===== src/rtl/pkt_tx_fsm.sv =====
// pkt_tx_fsm: packet transmitter with a payload FIFO.
// Frames each packet as a head beat (length), the payload words and a tail beat.
// Optional feature: define PKT_TX_CHECKSUM_EN to put the XOR checksum of the header
// and payload words on the tail beat. Without it, the tail beat carries 0.
// Handshake: a start request is accepted on a clock edge where start=1 and
// start_ready=1. Payload pushes are accepted on a clock edge where wr_en=1 and
// full=0. There is no downstream backpressure, so each valid beat is transferred
// in the cycle it is presented.
module pkt_tx_fsm #(
  parameter int DATA_W = 16,
  parameter int LEN_W  = 8,
  parameter int DEPTH  = 16
) (
  input  logic                     clk,
  input  logic                     reset,
  input  logic                     wr_en,
  input  logic [DATA_W-1:0]        wr_data,
  output logic                     full,
  output logic [$clog2(DEPTH):0]   count,
  output logic                     overflow,
  input  logic                     start,
  input  logic [LEN_W-1:0]         len,
  output logic                     start_ready,
  output logic                     valid,
  output logic                     head,
  output logic                     tail,
  output logic [DATA_W-1:0]        data,
  output logic [15:0]              state
);

  localparam int AW = $clog2(DEPTH);
  localparam logic [AW:0] DEPTH_C = (AW+1)'(DEPTH);

  typedef enum logic [15:0] {
    S_IDLE = 16'h0001,
    S_HEAD = 16'h0010,
    S_DATA = 16'h0100,
    S_TAIL = 16'h1000
  } state_t;

  state_t            state_q, state_d;
  logic [DATA_W-1:0] mem_q [DEPTH];
  logic [AW-1:0]     wr_ptr_q, rd_ptr_q;
  logic [AW:0]       count_q, count_d;
  logic              full_q, overflow_q;
  logic [LEN_W-1:0]  rem_q, rem_d;
  logic              valid_q, valid_d, head_q, head_d, tail_q, tail_d;
  logic [DATA_W-1:0] data_q, data_d;
  logic              push, pop, ready_w;
  logic [DATA_W-1:0] hdr_word, rd_word, tail_word;

  // A push is judged against the registered full flag, so a same-cycle pop
  // cannot make room for it.
  assign push     = wr_en & ~full_q;
  assign hdr_word = DATA_W'(len);
  assign rd_word  = mem_q[rd_ptr_q];
  assign ready_w  = (state_q == S_IDLE) || (state_q == S_TAIL);

`ifdef PKT_TX_CHECKSUM_EN
  logic [DATA_W-1:0] csum_q, csum_d;

  // Checksum: seeded with the header on acceptance, folds in each popped word.
  always_comb begin
    csum_d = csum_q;
    if (start && ready_w) csum_d = hdr_word;
    else if (pop)         csum_d = csum_q ^ rd_word;
  end

  // Checksum register.
  always_ff @(posedge clk) begin
    if (reset) csum_q <= '0;
    else       csum_q <= csum_d;
  end

  assign tail_word = csum_q;
`else
  assign tail_word = '0;
`endif

  // Next-state and next-beat logic. rem_q counts payload words still to be
  // popped. The pop for a data beat happens on the edge that presents that beat.
  always_comb begin
    state_d = state_q;
    rem_d   = rem_q;
    valid_d = 1'b0;
    head_d  = 1'b0;
    tail_d  = 1'b0;
    data_d  = data_q;
    pop     = 1'b0;
    case (state_q)
      S_IDLE, S_TAIL: begin
        if (start) begin
          state_d = S_HEAD;
          rem_d   = len;
          valid_d = 1'b1;
          head_d  = 1'b1;
          data_d  = hdr_word;
        end else begin
          state_d = S_IDLE;
        end
      end
      S_HEAD, S_DATA: begin
        if (rem_q == '0) begin
          state_d = S_TAIL;
          valid_d = 1'b1;
          tail_d  = 1'b1;
          data_d  = tail_word;
        end else begin
          state_d = S_DATA;
          // An empty FIFO leaves an underrun gap: valid stays low and data holds.
          if (count_q != '0) begin
            pop     = 1'b1;
            rem_d   = rem_q - LEN_W'(1);
            valid_d = 1'b1;
            data_d  = rd_word;
          end
        end
      end
      default: state_d = S_IDLE;
    endcase
  end

  // FIFO occupancy update.
  always_comb begin
    count_d = count_q;
    case ({push, pop})
      2'b10:   count_d = count_q + (AW+1)'(1);
      2'b01:   count_d = count_q - (AW+1)'(1);
      default: count_d = count_q;
    endcase
  end

  // State, beat outputs, FIFO pointers and flags. Reset also flushes the FIFO.
  always_ff @(posedge clk) begin
    if (reset) begin
      state_q    <= S_IDLE;
      rem_q      <= '0;
      valid_q    <= 1'b0;
      head_q     <= 1'b0;
      tail_q     <= 1'b0;
      data_q     <= '0;
      wr_ptr_q   <= '0;
      rd_ptr_q   <= '0;
      count_q    <= '0;
      full_q     <= 1'b0;
      overflow_q <= 1'b0;
    end else begin
      state_q  <= state_d;
      rem_q    <= rem_d;
      valid_q  <= valid_d;
      head_q   <= head_d;
      tail_q   <= tail_d;
      data_q   <= data_d;
      count_q  <= count_d;
      full_q   <= (count_d == DEPTH_C);
      if (push) wr_ptr_q <= wr_ptr_q + AW'(1);
      if (pop)  rd_ptr_q <= rd_ptr_q + AW'(1);
      if (wr_en && full_q) overflow_q <= 1'b1;
    end
  end

  // Payload storage; contents need no reset because the pointers do.
  always_ff @(posedge clk) begin
    if (push) mem_q[wr_ptr_q] <= wr_data;
  end

  assign full        = full_q;
  assign count       = count_q;
  assign overflow    = overflow_q;
  assign start_ready = ready_w;
  assign valid       = valid_q;
  assign head        = head_q;
  assign tail        = tail_q;
  assign data        = data_q;
  assign state       = state_q;

endmodule


===== config.mk =====
export PLATFORM = sky130hd
export DESIGN_NAME = pkt_tx_fsm
export DESIGN_NICKNAME = d
export VERILOG_FILES = /design/src/rtl/pkt_tx_fsm.sv
export SDC_FILE = /design/constraint.sdc
export NUM_CORES = 1
export LEC_CHECK = 0
export BUFFER_PORTS_ARGS = -buffer_cell sky130_fd_sc_hd__buf_4
export CORE_ASPECT_RATIO = 0.7
export CORE_MARGIN = 2
export CORE_UTILIZATION = 59
export CTS_CLUSTER_DIAMETER = 80
export DETAILED_ROUTE_END_ITERATION = 6
export PLACE_DENSITY = 0.75
export SYNTH_ARGS = -nofsm -noshare
export SYNTH_HDL_FRONTEND = slang
export SYNTH_SLANG_ARGS = --single-unit
export TNS_END_PERCENT = 5

===== constraint.sdc =====
create_clock -name clk -period 4.8 [get_ports clk]
set_input_delay 0.24 -clock clk [delete_from_list [all_inputs] [get_ports clk]]
set_output_delay 0.24 -clock clk [all_outputs]
set_load 0.02 [all_outputs]

[After elaboration in Yosys (flattened, before gate mapping)]
Memory sizes are Yosys's and may differ from the RTL's. A register that Yosys moved wholly into a read port is not among the register bits.
Index checks and enable logic that the tools add are counted.
Word-level totals
  memories kept: 1
  bits in registers: 58
  bits in writable memories: 256
Cells by class
  mux-type cells: 23
  equality and inequality tests: 11
  bitwise logic cells: 4
  $add $sub $neg: 5
  reduce and logical (&&, ||, !) cells: 11
Memories
  mem_q: words 16, bits a word 16, rd ports 1, clocked after Yosys merged registers in 1, write ports 1, RTL line 42  | logic [DATA_W-1:0] mem_q [DEPTH];
Operators with widths (count)
  $pmux W16 S2: 2
  $mux W16: 3
  $mux W8: 3
  $eq A16 B1 Y1 const B: 1
  $eq A16 B13 Y1 const B: 1
  $eq A16 B5 Y1 const B: 1
  $eq A16 B9 Y1 const B: 1
  $pmux W8 S2: 1
  $mux W13: 1
  $pmux W5 S2: 1
  $add A4 B1 Y4 const B: 2
  $logic_not A8 Y1: 1
  $mux W1: 8
  $mux W4: 2
  $reduce_or A2 Y1: 4
  $sub A8 B1 Y8 const B: 1
  $ne A2 B2 Y1 const B: 3
  $add A5 B1 Y5 const B: 1
  $eq A5 B5 Y1 const B: 1
  $mux W5: 1
  $reduce_bool A5 Y1: 1
  $sub A5 B1 Y5 const B: 1
  $reduce_and A4 Y1: 1
  $ne A3 B3 Y1 const B: 1
  9 further kinds: 11

[Depth between registers and ports, before layout]
Gate-level depths: netlist of the first run.
  word-level depth: 7
  gate-level depth with buffers: 14

[Least setup slack after synthesis of the first run]
Ideal clock, no wire load.
  path kind: register -> register
  start point: register rem_q[0]
  end point: register full_q (netlist: full)
  clock period less this slack: 3.223 ns
  setup time: 0.116 ns
  path slack: 1.577 ns
  arrival: 3.107 ns
  stages on the path, launching flop included: 15
  cells stage by stage: dfxtp_1 > inv_1 > ha_1 > nor3b_1 > and2_1 > clkbuf_1 > nor3_1 > ha_1 > xor2_1 > ha_1 > nor2b_1 > a31oi_1 > o32ai_1 > mux2_2 > and4_1
On the way
  word-level cells in the longest chain between the ends: 6
Ends and longest elaborated chain
  start, declared: RTL line 46  | logic [LEN_W-1:0] rem_q, rem_d;
  start signal, assigned: RTL line 149  | rem_q <= rem_d;
  $logic_not A8 Y1 *: RTL line 103  | if (rem_q == '0) begin
  $mux W1 *: RTL line 103
  $mux W1 *: RTL line 90  | case (state_q)
  $eq A2 B1 Y1 or $eq A2 B2 Y1 (tied branches): RTL line 126  | case ({push, pop})
  $pmux W5 S2 *: RTL line 126
  $eq A5 B5 Y1 *: RTL line 155  | full_q <= (count_d == DEPTH_C);
  end signal, assigned: RTL line 155
  end, declared: RTL line 45  | logic full_q, overflow_q;
Every way passes the cells marked *; elsewhere a longest branch is shown, timed or not.
A chain may end at the register's enable or synchronous reset.

[Final worst setup path of the first run]
Same ends and word-level chain as after synthesis.

==> flow_summary_export.csv, run 1 <==
group,metric,value,unit
placed_design,hpwlAfterDp,15.4,mm
logic_synthesis,syn_area,12200,µm²
sta,maxSlewViolCount,0,
logic_synthesis,syn_avg_cell_area,17.6,µm²
cells_and_area,layout_commonest_cell,"edfxtp_1",
logic_synthesis,synth-main-ff-cell,"edfxtp_1",
detailed_routing,drtIter0Drc,886,
logic_synthesis,syn_inst,693,
placed_design,dp_cells,1005,
global_route,globalRouteMet2Util,37.5,%
logic_synthesis,ys_seq_area_share,71.3,%
sta,finalSetupTns,0,ns
sta,fmax,263,MHz
sta,fin_crit_sh,79.2,%
cells_and_area,seqCellArea,8690,µm²
critical_path,slowest_stage,"nor3_1",
die,rows,43,
placed_design,pre_cts_slack,1.04,ns
clocking,h-tree-depth,1,
global_route,met3_usage,3.43,%
run_status,run_status,"finished clean",
sta,maxSlewHeadroom,17.0,%
die,die-area,21800,µm²
detailed_routing,detail-route-antenna-nets,0,
cells_and_area,fin_nets,811,
global_route,grt_pass1_wl,39.2,mm
clocking,clock_sink_count,306,
die,die_h,124,µm
critical_path,start_kind,"register",
cells_and_area,num_antenna_cells,0,
sta,setup_violations,0,
critical_path,slowest_delay,0.56,ns
power,leakage,4.51,nW
logic_synthesis,synth_top_area_share,63.1,%
clocking,numCtsBuffers,27,
clocking,worstSkewPairLatency,0.53,ns
detailed_routing,num_vias,6696,
detailed_routing,routed_wl,25.7,mm
global_route,grt_max_degree,49,
clocking,cts_max_path_buffers,3,
clocking,clock_tree.root_cell,"clkbuf_16",
clocking,clk_pin_slew,0.07,ns
detailed_routing,wl_per_cell,24.2,µm
critical_path,crit_type,"reg2reg",
detailed_routing,drc_errors,0,
clocking,cts_tree,"built",
critical_path,crit_path_max_fanout,8,
sta,worst_slack,1.00,ns
cells_and_area,layout_common_cells,"256 x edfxtp_1, 81 x buf_4, 64 x mux4_2, 46 x dfxtp_1, 38 x nor2_1",
global_route,first_global_vias,6611,
die,initial_utilization,60.9,%
sta,rsz0062_at_grt,"false",
global_route,grt_overflow,0,
critical_path,path_common_cell,"ha_1",
logic_synthesis,async_flop_share,0,%
sta,layout_min_cycle_time,3.80,ns
critical_path,worstPathRequired,5.22,ns
worst_hold_path,hp-class,"in2reg",
critical_path,crit_arrival,4.22,ns
logic_synthesis,netlist_top_cells_area,"edfxtp_1 63%, mux4_2 12%, dfxtp_1 8.2%",
critical_path,end_kind,"register",
run,drv_cap,0,
logic_synthesis,synth_top_area_cell,"edfxtp_1",
clocking,cts_setup_buffers,0,
sta,hold_viol,0,
global_route,met1_usage,37.0,%
logic_synthesis,yosys_register_bits,306,
cells_and_area,syn_to_final_growth,13.5,%
placed_design,io_buffers,58,
logic_synthesis,synth_edf_count,256,
power,cellPowerDensity,381,nW/µm²
die,io_pins,71,
cells_and_area,drive_gt1_share,25.9,%
die,core_region_area,20000,µm²
sta,worst_slew_pin_slew,1.23,ns
die,die_w,176,µm
cells_and_area,fillCellCount,1293,
critical_path,path_cells,"inv_1 > ha_1 > nor3b_1 > and2_1 > nor3_1 > ha_1 > xor2_1 > ha_1 > nor2b_1 > a31oi_1 > o32ai_1 > mux2_2 > and4_1",
placed_design,place.gp.congestion,0.816,
power,irDropWorstVdd,355,µV
logic_synthesis,synth_warnings,0,
cells_and_area,final_cells,1063,
logic_synthesis,synth_cell_type_count,54,
cells_and_area,multi_input_area,3270,µm²
detailed_routing,viasPerCell,6.30,
detailed_routing,drtPass1Iterations,5,
sta,skew,0.00945,ns
global_route,grt_usage,24.0,%
global_route,antenna_found_initial,0,
global_route,top_usage_layer,"met2",
==> cell families (layout without fill, tap and decap cells) <==
kind of cell | count (synthesis) | in the layout | synth area share, %
AO/OA/AOI/OAI | 91 | 91 | 5.03
XOR/XNOR | 13 | 13 | 0.934
adder cells (fa/ha/maj) | 10 | 10 | 1.03
buffers and inverters | 58 | 147 | 2.34
flip-flops | 306 | 306 | 71.3
multiplexers | 91 | 91 | 14.1
other | 1 | 12 | 0.0308
AND/OR/NAND/NOR | 123 | 123 | 5.21
==> timing repair <==
action,in CTS,in global routing
hold endpoints to repair,116,0
resized for setup,0,0
hold buffers,9,0
==> path summary, 6_finish.rpt <==
path	start	end	slack (ns)	cells after the start
worst max-delay path	rem_q[0]	full	1.0	13
worst min-delay path	wr_data[12]	mem_q[6][12]	0.02	1
worst max register to register	rem_q[0]	full	1.0	13
worst min register to register	data[14]	data[14]	0.48	1
==> registers in the layout, summed over array words and instances (netlist names), named ones only <==
signal and cells:
overflow 1, rem_q 8, wr_ptr_q 4, tail 1, data 16, state 4, mem_q 256, head 1
full 1, count 5, valid 1, rd_ptr_q 4
==> cells in the mapped netlist (7+ instances only) <==
library cell	count
edfxtp_1	256
mux4_2	64
dfxtp_1	50
nor2_1	38
a21oi_1	24
clkbuf_1	23
nand2_1	22
a211oi_1	18
mux2i_1	18
nor3_1	18
buf_4	15
nor2b_1	15
o21ai_0	14
ha_1	10
buf_2	9
mux2_2	9
a22o_1	8
o211ai_1	8
inv_1	7
xnor2_1	7
==> where the power goes <==
part           switching [mW]  internal [mW]  leakage, nW
sequential             0.0286           2.92         2.72
combinational           0.187          0.115         1.40
clock                   0.908           1.11        0.387
==> worst max-delay path, delay by kind of cell (launching register included) <==
kind,cells,cell delay [ns]
AO/OA/AOI/OAI,2,0.41
XOR/XNOR,1,0.21
adder cells (fa/ha/maj),3,0.82
buffers and inverters,1,0.09
flip-flops,1,0.39
multiplexers,1,0.39
AND/OR/NAND/NOR,5,1.37
==> cell type report <==
class	count	area share, %
clock buffer	38	5.25
clock inverter	11	0.543
inverter	8	0.217
multi-input combinational	340	23.7
sequential	306	62.8
tap	270	2.44
timing repair buffer	90	5.05
==> stage by stage <==
step	power, mW	hold WS (ns)	area, µm²	utilization [%]
after global routing	5.42	0.0222	13800	69.1
after global placement	3.28	0.453	12900	64.7
after floorplan	3.19	0.339	12200	-
after detailed placement	3.30	0.459	12900	64.7
final	5.27	0.0171	13800	69.1
after CTS	5.29	0.00591	13800	69.1
==> metal layers <==
| layer | wire [µm] | vias to the layer above | part of all wire [%] |
|---|---|---|---|
| li1 | - | 2876 | - |
| met1 | 11100 | 3460 | 43 |
| met2 | 12100 | 312 | 47 |
| met3 | 2060 | 48 | 8.0 |
| met4 | 416 | 0 | 1.6 |
| met5 | 0 | - | 0 |
Power figures use the tool's default switching activity.
==> inputs of run 2 (changes only) <==
clock period = 3.6 ns   (was 4.8 ns; I/O delays follow)
==> flow_summary_export.csv, run 2 (synthesized netlist as in run 1, its figures left out) <==
group,metric,value,unit
die,die_w,176,µm
worst_hold_path,min_from,"len[7]",
power,power.total,7.38,mW
critical_path,slowest_delay,0.63,ns
die,initial_utilization,60.9,%
power,pwr-share-seq,53.3,%
detailed_routing,detail-route-antenna-nets,0,
global_route,first_global_vias,6719,
die,die_h,124,µm
global_route,grt_usage,24.1,%
critical_path,worstReg2RegEnd,"full",
critical_path,path_cells,"or4_1 > nor2_4 > nor3_4 > ha_1 > xor2_1 > ha_1 > nor2b_1 > a31oi_1 > o32ai_1 > mux2_2 > and4_1",
power,leakage,4.69,nW
cells_and_area,layout_common_cells,"256 x edfxtp_1, 86 x buf_4, 64 x mux4_2, 46 x dfxtp_1, 38 x nor2_1",
clocking,clock_sink_count,306,
global_route,grt_overflow,0,
clocking,numCtsBuffers,28,
power,share_comb_of_total_power,5.8,%
run,drv_cap,0,
placed_design,place.gp.congestion,0.823,
cells_and_area,finish.utilization,70.9,%
sta,whs,0.0392,ns
placed_design,place_area,13000,µm²
cells_and_area,largest_reg_flops,256,
power,cellPowerDensity,521,nW/µm²
sta,finalSetupTns,0,ns
die,rows,43,
critical_path,worstPathRequired,4.03,ns
clocking,cts_tree,"built",
sta,worst_slew_pin_slew,0.840,ns
critical_path,crit_arrival,3.78,ns
die,core_region_area,20000,µm²
global_route,antenna_found_initial,0,
cells_and_area,regMostFlops,"mem_q",
die,die-area,21800,µm²
critical_path,r2r_setup_slack,0.25,ns
detailed_routing,wl_per_cell,23.7,µm
detailed_routing,drtPass1Iterations,5,
power,pwr-share-clk,41.0,%
critical_path,crit_path_max_fanout,9,
sta,layout_min_cycle_time,3.35,ns
critical_path,r2r_cells,11,
cells_and_area,layout_commonest_cell,"edfxtp_1",
critical_path,end_kind,"register",
sta,maxSlewViolCount,0,
clocking,cts_max_path_buffers,3,
sta,setup_violations,0,
clocking,worstSkewPairLatency,0.54,ns
detailed_routing,drtIter0Drc,758,
clocking,clk_pin_slew,0.07,ns
power,p_int,5.86,mW
run_status,run_status,"finished clean",
power,p_sw,1.52,mW
critical_path,slowest_stage,"or4_1",
die,io_pins,71,
placed_design,io_buffers,58,
cells_and_area,drive_gt1_share,27.4,%
global_route,grt_pass1_wl,39.3,mm
cells_and_area,syn_to_final_growth,16.4,%
worst_hold_path,holdPathEnd,"data[7]",
cells_and_area,num_antenna_cells,0,
placed_design,dp_cells,1012,
placed_design,hpwlAfterDp,15.5,mm
cells_and_area,final_cells,1083,
power,swShare,20.6,%
worst_hold_path,hp-class,"in2reg",
sta,rsz0062_at_grt,"false",
sta,maxSlewHeadroom,44.0,%
sta,fin_crit_sh,93.2,%
sta,skew,0.00953,ns
cells_and_area,fillCellCount,1270,
critical_path,path_common_cell,"ha_1",
placed_design,pre_cts_slack,0.0589,ns
clocking,clock_tree.root_cell,"clkbuf_16",
sta,hold_viol,0,
sta,fmax,298,MHz
clocking,h-tree-depth,1,
detailed_routing,routed_wl,25.7,mm
cells_and_area,design_area,14200,µm²
detailed_routing,drc_errors,0,
power,irDropWorstVdd,442,µV
global_route,grt_max_degree,44,
worst_hold_path,hold_depth,3,
critical_path,start_kind,"register",
sta,worst_slack,0.246,ns
cells_and_area,fin_nets,830,
detailed_routing,viasPerCell,6.16,
critical_path,r2r-start,"count[1]",
detailed_routing,num_vias,6671,
critical_path,crit_type,"reg2reg",
-- run 2: repair_timing --
item / CTS / global route
setup buffers: 0 / 0
hold endpoints to repair: 260 / 0
endpoints found under the setup margin: 0 / 2
gates resized for setup: 0 / 2
hold buffers: 20 / 0
-- run 2: cell type report --
type	instances	area, µm²	share of cell area (%)
sequential	306	8690	61.3
multi-input combinational	340	3290	23.2
timing repair buffer	108	886	6.25
clock inverter	10	129	0.909
inverter	8	30.0	0.212
clock buffer	41	822	5.80
tap	270	338	2.38
-- run 2: worst max-delay path by stage --
stage	cells past startpoint	slack (ns)	start	end
after floorplan	14	0.38	rem_q[0]	full
after global placement	13	0.27	rem_q[0]	full
after detailed placement	13	0.06	rem_q[0]	full
after CTS	13	0.03	rem_q[0]	full
after global routing	11	0.006	rem_q[2]	full
final	11	0.25	count[1]	full
-- run 2: power by group through the flow --
stage,sequential (mW),combinational (mW),clock [mW]
global route,3.94,0.460,3.21
CTS,3.93,0.420,3.06
detailed placement,4.01,0.399,0
floorplan,4.02,0.228,0
finish,3.93,0.426,3.02
global placement,4.00,0.377,0
-- run 2: layer usage --
metal | vias up | share of wire [%] | global-route usage (%) | wire (µm)
met5 | - | 0 | 0 | 0
met4 | 0 | 1.5 | 5.49 | 382
met3 | 35 | 7.0 | 3.64 | 1790
met2 | 266 | 48 | 37.9 | 12400
met1 | 3457 | 43 | 36.2 | 11100
li1 | 2913 | - | - | -
-- run 2: worst max-delay path, delay by kind of cell (launching register included) --
family                   cells  cell delay, ns
AND/OR/NAND/NOR              5            1.35
AO/OA/AOI/OAI                2            0.42
adder cells (fa/ha/maj)      2            0.47
multiplexers                 1            0.39
flip-flops                   1            0.40
XOR/XNOR                     1            0.21
==> inputs of run 3 (changes only) <==
HOLD_SLACK_MARGIN = 0.06   (was not set)
==> flow_summary_export.csv, run 3 (synthesized netlist as in run 1, its figures left out) <==
group,metric,value,unit
cells_and_area,multi_input_area,3290,µm²
sta,fin_crit_sh,93.1,%
clocking,numCtsBuffers,28,
sta,maxSlewHeadroom,43.9,%
global_route,antenna_found_initial,0,
run_status,run_status,"finished clean",
cells_and_area,fin_nets,835,
sta,setup_violations,0,
detailed_routing,num_vias,6612,
clocking,cts_setup_buffers,0,
power,share_comb_of_total_power,5.8,%
clocking,clk_pin_slew,0.07,ns
cells_and_area,design_area,14200,µm²
critical_path,r2r-start,"count[1]",
critical_path,crit_type,"reg2reg",
clocking,h-tree-depth,1,
placed_design,hpwlAfterDp,15.5,mm
cells_and_area,layout_common_cells,"256 x edfxtp_1, 86 x buf_4, 64 x mux4_2, 46 x dfxtp_1, 38 x nor2_1",
clocking,cts_tree,"built",
detailed_routing,routed_wl,25.7,mm
clocking,worstSkewPairLatency,0.54,ns
worst_hold_path,hp-class,"in2reg",
detailed_routing,viasPerCell,6.08,
sta,worst_slew_pin_slew,0.841,ns
die,die-area,21800,µm²
cells_and_area,drive_gt1_share,27.3,%
sta,finalSetupTns,0,ns
clocking,clock_sink_count,306,
detailed_routing,drtPass1Iterations,5,
die,rows,43,
power,pwr-share-seq,53.2,%
global_route,first_global_vias,6736,
sta,layout_min_cycle_time,3.35,ns
detailed_routing,wirelength_met1,11.1,mm
critical_path,end_kind,"register",
die,die_w,176,µm
cells_and_area,fillCellCount,1261,
detailed_routing,met3WireLength,1.78,mm
cells_and_area,layout_commonest_cell,"edfxtp_1",
die,initial_utilization,60.9,%
detailed_routing,wl_per_cell,23.6,µm
cells_and_area,regMostFlops,"mem_q",
detailed_routing,detail-route-antenna-nets,0,
cells_and_area,syn_to_final_growth,16.8,%
power,leakage,4.71,nW
run,drv_cap,0,
sta,hold_viol,0,
detailed_routing,drc_errors,0,
sta,rsz0062_at_grt,"false",
sta,fmax,298,MHz
power,p_int,5.86,mW
cells_and_area,num_antenna_cells,0,
sta,skew,0.00881,ns
power,p_sw,1.53,mW
global_route,grt_pass1_wl,39.3,mm
critical_path,crit_path_max_fanout,9,
critical_path,start_kind,"register",
clocking,cts_max_path_buffers,3,
cells_and_area,finish.utilization,71.1,%
global_route,grt_usage,24.1,%
placed_design,io_buffers,58,
power,power.total,7.39,mW
critical_path,endpoint,"full",
critical_path,path_cells,"or4_1 > nor2_4 > nor3_4 > ha_1 > xor2_1 > ha_1 > nor2b_1 > a31oi_1 > o32ai_1 > mux2_2 > and4_1",
power,pwr-share-clk,41.0,%
placed_design,place_area,13000,µm²
detailed_routing,drtIter0Drc,809,
critical_path,r2r_cells,11,
critical_path,r2r_setup_slack,0.25,ns
detailed_routing,wl_met2,12.5,mm
sta,maxSlewViolCount,0,
cells_and_area,largest_reg_flops,256,
global_route,grt_overflow,0,
critical_path,path_common_cell,"ha_1",
die,core_region_area,20000,µm²
cells_and_area,seqCellArea,8690,µm²
critical_path,worstReg2RegEnd,"full",
die,die_h,124,µm
power,swShare,20.7,%
clocking,clock_tree.root_cell,"clkbuf_16",
critical_path,crit_path_start,"count[1]",
critical_path,worstPathRequired,4.03,ns
placed_design,place.gp.congestion,0.823,
global_route,grt_max_degree,44,
power,cellPowerDensity,519,nW/µm²
critical_path,slowest_delay,0.63,ns
die,io_pins,71,
sta,worst_slack,0.250,ns
detailed_routing,top_layer,"met4",
power,irDropWorstVdd,439,µV
critical_path,slowest_stage,"or4_1",
placed_design,pre_cts_slack,0.0589,ns
critical_path,crit_arrival,3.78,ns
==> run 3: layout make-up <==
type / count / share of cell area, %
Inverter: 8 / 0.211
Clock inverter: 10 / 0.905
Timing Repair Buffer: 113 / 6.58
Tap cell: 270 / 2.37
Clock buffer: 41 / 5.78
Multi-Input combinational cell: 340 / 23.1
Sequential cell: 306 / 61.1
==> run 3: critical path, delay by kind of cell (launching register included) <==
kind	cells	cell delay, ns
XOR/XNOR	1	0.21
AND/OR/NAND/NOR	5	1.35
AO/OA/AOI/OAI	2	0.41
flip-flops	1	0.40
multiplexers	1	0.39
adder cells (fa/ha/maj)	2	0.48
==> run 3: how the worst min path moves through the flow <==
stage,start,endpoint,cells past startpoint
final,reset,head,2
after global routing,reset,count[0],2
after CTS,reset,wr_ptr_q[0],2
after detailed placement,wr_en,overflow,3
after global placement,wr_en,overflow,3
after floorplan,wr_data[0],mem_q[0][0],0
==> run 3: repair_timing <==
| item | CTS | global route |
|---|---|---|
| hold buffers | 25 | 0 |
| endpoints found under the hold margin | 268 | 0 |
| resized for setup | 0 | 2 |
| setup endpoints to repair | 0 | 2 |
==> run 3: layer usage <==
metal  track usage (%)  vias up
met2              38.1      270
met4              5.30        0
met5                 0        -
met3              3.64       40
li1                  -     2921
met1              36.2     3381
==> run 3: stage by stage <==
step | std cells | hold slack, ns
2_1_floorplan | 704 | 0.279
3_5_place_dp | 1012 | 0.433
3_3_place_gp | 1012 | 0.412
4_1_cts | 1088 | 0.0669
5_1_grt | 1088 | 0.0958
6_report | 1088 | 0.0900
==> run 3: power groups by stage <==
stage | clock network, mW | logic, mW | registers [mW]
floorplan | 0 | 0.228 | 4.02
detailed placement | 0 | 0.399 | 4.01
CTS | 3.06 | 0.424 | 3.93
global route | 3.21 | 0.465 | 3.94
finish | 3.03 | 0.429 | 3.93
global placement | 0 | 0.377 | 4.00
